==> src/rtl/sf_camera_writer_pkg.sv <==
// Shared definitions for the camera pixel-bus writer: FSM state encoding,
// the byte order on the pixel bus (shared with the camera reader), and a
// helper for the per-frame line count.
package sf_camera_writer_pkg;

  typedef enum logic [2:0] {
    ST_IDLE     = 3'd0,
    ST_VPORCH   = 3'd1,
    ST_WAIT_BUF = 3'd2,
    ST_PREFETCH = 3'd3,
    ST_LINE     = 3'd4,
    ST_HBLANK   = 3'd5,
    ST_VBLANK   = 3'd6
  } wr_state_e;

  // Word bytes leave the bus most significant byte first (data[31:24] first).
  localparam bit BYTE_ORDER_MSB_FIRST = 1'b1;

  // A requested line count of 0 still sends a single line.
  function automatic logic [15:0] frame_lines(input logic [15:0] req);
    return (req == 16'd0) ? 16'd1 : req;
  endfunction

endpackage

==> src/rtl/sf_word_serializer.sv <==
// Loads one 32-bit word and presents its four bytes, one per advance, in the
// shared byte order. The presented byte is a register slice, so it can drive
// the pixel bus directly; clearing forces the bus byte to zero.
module sf_word_serializer
  import sf_camera_writer_pkg::*;
(
  input  logic        clk,
  input  logic        rst,
  input  logic        load_i,
  input  logic        next_i,
  input  logic        clr_i,
  input  logic [31:0] word_i,
  output logic [7:0]  byte_o,
  output logic [1:0]  idx_o,
  output logic        last_o
);

  logic [31:0] sh_q, sh_d;
  logic [1:0]  idx_q, idx_d;

  // Next shift-register contents: clear wins, then load, then advance one byte.
  always_comb begin
    sh_d  = sh_q;
    idx_d = idx_q;
    if (clr_i) begin
      sh_d  = 32'd0;
      idx_d = 2'd0;
    end else if (load_i) begin
      sh_d  = word_i;
      idx_d = 2'd0;
    end else if (next_i) begin
      sh_d  = BYTE_ORDER_MSB_FIRST ? {sh_q[23:0], 8'h00} : {8'h00, sh_q[31:8]};
      idx_d = idx_q + 2'd1;
    end
  end

  // Shift register and byte index.
  always_ff @(posedge clk) begin
    if (rst) begin
      sh_q  <= 32'd0;
      idx_q <= 2'd0;
    end else begin
      sh_q  <= sh_d;
      idx_q <= idx_d;
    end
  end

  assign byte_o = BYTE_ORDER_MSB_FIRST ? sh_q[31:24] : sh_q[7:0];
  assign idx_o  = idx_q;
  assign last_o = (idx_q == 2'd3);

endmodule

==> src/rtl/sf_camera_writer.sv <==
// Camera-format pixel bus transmitter. Pulls one ping-pong FIFO buffer per
// video line and sends it as bytes framed by vsync (whole frame) and hsync
// (active bytes only).
// Optional build macro SF_CAMERA_WRITER_TEST_PATTERN_EN adds a test-pattern
// source (incrementing bytes) that bypasses the FIFO.
//
// FIFO handshake: activate is held for the whole buffer; data for the first
// word is valid the cycle after activate is first seen, and each strobe pops
// one word so the next one is valid the cycle after the strobe. The strobe is
// issued alongside byte 2 of the current word so the next word has settled
// when byte 3 is on the bus, giving bubble-free lines.
module sf_camera_writer
  import sf_camera_writer_pkg::*;
#(
  parameter int HBLANK_CYCLES = 8,
  parameter int VPORCH_CYCLES = 16,
  parameter int VBLANK_CYCLES = 32
) (
  input  logic        clk,
  input  logic        rst,
  input  logic        i_enable,
  input  logic [15:0] i_lines_per_frame,
  output logic        o_busy,
  output logic        o_frame_done,
  output logic [31:0] o_line_count,
  output logic [31:0] o_frame_count,
  output logic [31:0] o_stall_count,
  input  logic        i_rfifo_ready,
  output logic        o_rfifo_activate,
  output logic        o_rfifo_strobe,
  input  logic [31:0] i_rfifo_data,
  input  logic [23:0] i_rfifo_size,
`ifdef SF_CAMERA_WRITER_TEST_PATTERN_EN
  input  logic        i_test_pattern,
  input  logic [23:0] i_test_line_words,
`endif
  output logic        o_vsync,
  output logic        o_hsync,
  output logic [7:0]  o_pix_data,
  output wr_state_e   o_dbg_state
);

  wr_state_e   state_q;
  logic [31:0] cnt_q;
  logic [15:0] lines_left_q;
  logic [23:0] size_q, words_left_q;
  logic        vsync_q, hsync_q, busy_q, done_q, act_q, strobe_q;
  logic [31:0] line_cnt_q, frame_cnt_q, stall_cnt_q;

  logic        ser_load, ser_next, ser_clr, ser_last;
  logic [1:0]  ser_idx;
  logic [7:0]  ser_byte;
  logic [31:0] load_word;
  logic        byte_slot;

`ifdef SF_CAMERA_WRITER_TEST_PATTERN_EN
  logic        tp_q;
  logic [7:0]  tp_cnt_q;
`endif

  // A new byte slot opens when no word is on the bus or its last byte is out.
  assign byte_slot = (state_q == ST_LINE) && (!hsync_q || ser_last);

  // Serializer control and the word source for the next load.
  always_comb begin
    ser_load  = byte_slot && (words_left_q != 24'd0);
    ser_clr   = byte_slot && (words_left_q == 24'd0);
    ser_next  = (state_q == ST_LINE) && hsync_q && !ser_last;
    load_word = i_rfifo_data;
`ifdef SF_CAMERA_WRITER_TEST_PATTERN_EN
    if (tp_q) load_word = {tp_cnt_q, tp_cnt_q + 8'd1, tp_cnt_q + 8'd2, tp_cnt_q + 8'd3};
`endif
  end

  sf_word_serializer u_ser (
    .clk    (clk),
    .rst    (rst),
    .load_i (ser_load),
    .next_i (ser_next),
    .clr_i  (ser_clr),
    .word_i (load_word),
    .byte_o (ser_byte),
    .idx_o  (ser_idx),
    .last_o (ser_last)
  );

  // Frame/line sequencer with registered sync, FIFO control and counters.
  always_ff @(posedge clk) begin
    if (rst) begin
      state_q      <= ST_IDLE;
      cnt_q        <= 32'd0;
      lines_left_q <= 16'd0;
      size_q       <= 24'd0;
      words_left_q <= 24'd0;
      vsync_q      <= 1'b0;
      hsync_q      <= 1'b0;
      busy_q       <= 1'b0;
      done_q       <= 1'b0;
      act_q        <= 1'b0;
      strobe_q     <= 1'b0;
      line_cnt_q   <= 32'd0;
      frame_cnt_q  <= 32'd0;
      stall_cnt_q  <= 32'd0;
`ifdef SF_CAMERA_WRITER_TEST_PATTERN_EN
      tp_q         <= 1'b0;
      tp_cnt_q     <= 8'd0;
`endif
    end else begin
      strobe_q <= 1'b0;
      done_q   <= 1'b0;
      case (state_q)
        ST_IDLE: begin
          if (i_enable) begin
            lines_left_q <= frame_lines(i_lines_per_frame);
            vsync_q      <= 1'b1;
            busy_q       <= 1'b1;
            cnt_q        <= 32'd0;
            state_q      <= ST_VPORCH;
`ifdef SF_CAMERA_WRITER_TEST_PATTERN_EN
            tp_q         <= i_test_pattern;
            tp_cnt_q     <= 8'd0;
`endif
          end
        end
        ST_VPORCH: begin
          if (cnt_q + 32'd1 >= 32'(VPORCH_CYCLES)) begin
            cnt_q   <= 32'd0;
            state_q <= ST_WAIT_BUF;
          end else begin
            cnt_q <= cnt_q + 32'd1;
          end
        end
        ST_WAIT_BUF: begin
          stall_cnt_q <= stall_cnt_q + 32'd1;
`ifdef SF_CAMERA_WRITER_TEST_PATTERN_EN
          if (tp_q) begin
            size_q  <= i_test_line_words;
            state_q <= ST_PREFETCH;
          end else
`endif
          if (i_rfifo_ready && !act_q) begin
            act_q   <= 1'b1;
            size_q  <= i_rfifo_size;
            state_q <= ST_PREFETCH;
          end
        end
        ST_PREFETCH: begin
          // An empty buffer is handed back without producing a line.
          if (size_q == 24'd0) begin
            act_q   <= 1'b0;
            state_q <= ST_WAIT_BUF;
          end else begin
            words_left_q <= size_q;
            state_q      <= ST_LINE;
          end
        end
        ST_LINE: begin
          if (byte_slot) begin
            if (words_left_q != 24'd0) begin
              hsync_q      <= 1'b1;
              words_left_q <= words_left_q - 24'd1;
`ifdef SF_CAMERA_WRITER_TEST_PATTERN_EN
              if (tp_q) tp_cnt_q <= tp_cnt_q + 8'd4;
`endif
            end else begin
              hsync_q      <= 1'b0;
              act_q        <= 1'b0;
              line_cnt_q   <= line_cnt_q + 32'd1;
              lines_left_q <= lines_left_q - 16'd1;
              cnt_q        <= 32'd0;
              state_q      <= ST_HBLANK;
            end
          end else if (ser_idx == 2'd1) begin
`ifdef SF_CAMERA_WRITER_TEST_PATTERN_EN
            strobe_q <= !tp_q;
`else
            strobe_q <= 1'b1;
`endif
          end
        end
        ST_HBLANK: begin
          if (cnt_q + 32'd1 >= 32'(HBLANK_CYCLES)) begin
            cnt_q <= 32'd0;
            if (lines_left_q != 16'd0) begin
              state_q <= ST_WAIT_BUF;
            end else begin
              vsync_q <= 1'b0;
              state_q <= ST_VBLANK;
            end
          end else begin
            cnt_q <= cnt_q + 32'd1;
          end
        end
        ST_VBLANK: begin
          if (cnt_q + 32'd1 >= 32'(VBLANK_CYCLES)) begin
            cnt_q       <= 32'd0;
            done_q      <= 1'b1;
            frame_cnt_q <= frame_cnt_q + 32'd1;
            if (i_enable) begin
              lines_left_q <= frame_lines(i_lines_per_frame);
              vsync_q      <= 1'b1;
              state_q      <= ST_VPORCH;
`ifdef SF_CAMERA_WRITER_TEST_PATTERN_EN
              tp_q         <= i_test_pattern;
              tp_cnt_q     <= 8'd0;
`endif
            end else begin
              busy_q  <= 1'b0;
              state_q <= ST_IDLE;
            end
          end else begin
            cnt_q <= cnt_q + 32'd1;
          end
        end
        default: state_q <= ST_IDLE;
      endcase
    end
  end

  assign o_busy           = busy_q;
  assign o_frame_done     = done_q;
  assign o_line_count     = line_cnt_q;
  assign o_frame_count    = frame_cnt_q;
  assign o_stall_count    = stall_cnt_q;
  assign o_rfifo_activate = act_q;
  assign o_rfifo_strobe   = strobe_q;
  assign o_vsync          = vsync_q;
  assign o_hsync          = hsync_q;
  assign o_pix_data       = ser_byte;
  assign o_dbg_state      = state_q;

endmodule

==> config.mk <==
export PLATFORM = sky130hd
export DESIGN_NAME = sf_camera_writer
export DESIGN_NICKNAME = d
export VERILOG_FILES = /design/src/rtl/sf_camera_writer_pkg.sv /design/src/rtl/sf_word_serializer.sv /design/src/rtl/sf_camera_writer.sv
export SDC_FILE = /design/constraint.sdc
export NUM_CORES = 1
export LEC_CHECK = 0
export CORE_ASPECT_RATIO = 1.25
export CORE_UTILIZATION = 50
export CTS_CLUSTER_DIAMETER = 100
export DETAILED_ROUTE_END_ITERATION = 10
export PLACE_DENSITY = 0.76
export SYNTH_ARGS = -nofsm -noshare
export SYNTH_HDL_FRONTEND = slang
export SYNTH_SLANG_ARGS = --single-unit
==> constraint.sdc <==
create_clock -name clk -period 4.2 [get_ports clk]
set_clock_uncertainty 0.2 [all_clocks]
set_input_delay 1.05 -clock clk [delete_from_list [all_inputs] [get_ports clk]]
set_output_delay 1.05 -clock clk [all_outputs]
set_load 0.05 [all_outputs]
==> impl_metrics.tcl <==
set metrics [dict create \
    synth_cell_types 65 \
    synthXorXnorAreaFrac_pct 5.66 \
    min_from "lines_left_q[5]" \
    synth_area_sq_um 11000 \
    synth_edf_count 0 \
    synth-simple-area-share_pct 28.3 \
    avgSynthCellArea_sq_um 8.03 \
    grt.overflow.total 0 \
    post-cts-setup-buffer-count 0 \
    ys_seq_area_share_pct 42.8 \
    syn_nets 1453 \
    cts_tree "done" \
    pre_cts_ws_ns 0.546 \
    postSynthCellCount 1368 \
    max_freq_mhz 271 \
    rsz0062_at_grt "no" \
    initial_utilization_pct 51.0 \
    wl_per_cell_um 15.6 \
    n_fill_cell 1868 \
    synth_top_area_cell "dfxtp_1" \
    drc_errors 0 \
    r2r_setup_slack_ns 0.51 \
    worstPathArrival_ns 3.90 \
    reg2reg_to "o_frame_count[25]" \
    reg2reg_from "cnt_q[4]" \
    worstSetupStartpointType "flip-flop" \
    placementRows 60 \
    ys_seq_elements 235 \
    synth_compound_area_share_pct 16.9 \
    fin_ws_ns 0.509 \
    path_class "flip-flop to flip-flop" \
    clockBufferDepth 3 \
    dieArea_sq_um 22600 \
    hpwl_um 19600 \
    finalHoldViolCount 0 \
    final.setup.tns_ns 0 \
    status "finished clean" \
    path_max_fanout 24 \
    worst-r2r-cell-count 10 \
    htreeDepth 1 \
    first_iter_violations 705 \
    grt_max_degree 73 \
    critPathCaptureType "flip-flop" \
    ctsRootBufferMaster "clkbuf_16" \
    period_needed_ns 3.69 \
    p_leak_nw 4.82 \
    grt_pass1_vias 9694 \
    die_w_um 135 \
    gr-usage-all-layers_pct 24.3 \
    routabilityCongestion 0.888 \
    dp.cells 1766 \
    io_pins 189 \
    cts.clk_slew.worst_paths_ns 0.06 \
    grt_first_pass_wirelength_um 45900 \
    cts.sinks 235 \
    whs_endpoint "lines_left_q[5]" \
    coreArea_sq_um 21500 \
    synthArstFlopShare_pct 0 \
    maxCapViolCount 0 \
    slew-limit-headroom_pct 44.7 \
    utilization_pct 64.1 \
    cp_data_required_time_ns 4.41 \
    ant_nets 0 \
    synth-main-ff-cell "dfxtp_1" \
    synth_top_family_by_area "simple AND/OR/NAND/NOR gates" \
    clk_latency_ns 0.52 \
    synth_mux_area_share_pct 0.751 \
    area_delta_synth_final_pct 25.7 \
    netlist_top_cells_area "dfxtp_1 43%, nor2_1 5.7%, nand2_1 5.1%" \
    layout.nets 1598 \
    power.total_mw 5.77 \
    die_h_um 168 \
    instances_no_fill 1809 \
    drive_gt1_share_pct 5.75 \
    dr_total_vias 10485 \
    hold_depth 2 \
    antenna_found_initial 0 \
    setup-violations-final 0 \
    port_buffers 188 \
    synth_top_area_share_pct 42.8 \
    min_period_over_period_pct 87.9 \
    ys_warn_count 0 \
    diodes 0 \
    cts_resized 0 \
    power.density_nw_per_um2 417 \
    cts_buffers 24 \
    worstHoldPathType "flip-flop to flip-flop" \
    holdBufCountCts 0 \
    firstDrtPassIters 8 \
    wirelength_um 28100 \
    vdd_drop_max_mv 0.333 \
    slew_viol_final 0 \
    synth_adder_area_share_pct 1.02 \
    vias_per_cell 5.80 \
    tightest_slew_ns 0.828 \
]
## worst max path at each step
stage	start	end	cells after the start
6_report	cnt_q[4]	o_frame_count[25]	10
3_3_place_gp	cnt_q[4]	o_frame_count[25]	10
4_1_cts	cnt_q[4]	o_frame_count[25]	10
3_5_place_dp	cnt_q[4]	o_frame_count[25]	10
2_1_floorplan	words_left_q[0]	o_line_count[28]	11
5_1_grt	cnt_q[0]	lines_left_q[15]	11
## registers in the layout, indices dropped and copies added, names as in the netlist
name,flops
o_stall_count,32
lines_left_q,16
words_left_q,24
o_frame_done,1
o_line_count,32
cnt_q,32
o_dbg_state,3
o_vsync,1
u_ser.idx_o,2
u_ser.sh_q,32
o_busy,1
o_rfifo_strobe,1
o_frame_count,32
size_q,24
o_rfifo_activate,1
o_hsync,1
## metrics by stage
stage | hold slack [ns] | area [sq um]
6_report | 0.273 | 13800
2_1_floorplan | 0.246 | 11000
5_1_grt | 0.294 | 13800
4_1_cts | 0.274 | 13800
3_3_place_gp | 0.256 | 13000
3_5_place_dp | 0.265 | 13000
## cell usage after synthesis (3+ instances only)
library cell and count:
nand3_1 62, o211ai_1 5, nand2_1 150, a22oi_1 19, a221oi_1 7, a211oi_1 19, nor2b_1 10, a21oi_1 91
clkbuf_1 78, nor4_1 22, o22ai_1 8, nor3_1 37, o41ai_1 5, or3_1 43, or2_2 7, and2_1 6
nand4_1 31, inv_1 32, nor2_1 168, dfxtp_1 235, nand3b_1 4, a31o_2 4, o21ai_0 81, buf_4 8
xor2_1 38, or4_1 5, nand2b_1 3, and4b_1 3, mux2i_1 6, o31ai_1 7, and4_1 11, a222oi_1 24
ha_1 9, and3_1 49, a31oi_1 8, xnor2_1 33
## cell type report
type / count / area [sq um] / share of cell area [%]
multi-input cells: 1010 / 5810 / 42.0
flip-flops and latches: 235 / 4700 / 34.0
repair buffers: 210 / 2040 / 14.8
clock buffers: 33 / 694 / 5.03
well taps: 279 / 349 / 2.53
inverters: 32 / 120 / 0.869
clock inverters: 10 / 95.1 / 0.688
## power breakdown
part,switching (mW),internal (mW)
registers,0.139,2.34
clock network,0.885,1.22
logic,0.755,0.427
## critical path, stage by stage, from the launching register on
cell and delay [ns]:
dfxtp_1 0.47, nand4_2 0.20, nor4_1 0.56, and4b_1 0.33, nand3_1 0.09, o31a_1 0.28
or4_1 0.49, buf_4 0.24, and2_1 0.24, and3_1 0.18, mux2_1 0.30
## metal layers
layer  global-route usage (%)  wire (um)  vias up
met5                        0          0        -
li1                         -          -     5203
met2                     42.1      13800      287
met4                     11.2       1140        0
met3                     3.48       1400       72
met1                     29.6      11800     4923
## cell usage in the layout, fill, tap and decap left out, types with 19 or more instances in the layout
cell type and count:
a211oi_1 19, a21oi_1 91, a222oi_1 24, a22oi_1 19
and3_1 49, buf_4 23, clkbuf_16 24, clkdlybuf4s50_1 187
dfxtp_1 235, inv_1 32, nand2_1 149, nand3_1 62
nand4_1 31, nor2_1 168, nor3_1 36, nor4_1 22
o21ai_0 81, or3_1 43, xnor2_1 33, xor2_1 38
## cells by family (layout without fill, tap and decap cells)
logic type,count (synthesis),after routing
compound gates,295,295
xor+xnor,71,71
fa+ha+maj,9,9
buf+inv,123,285
flops,235,235
mux,8,8
simple gates,627,627
Power figures use the tool's default switching activity.
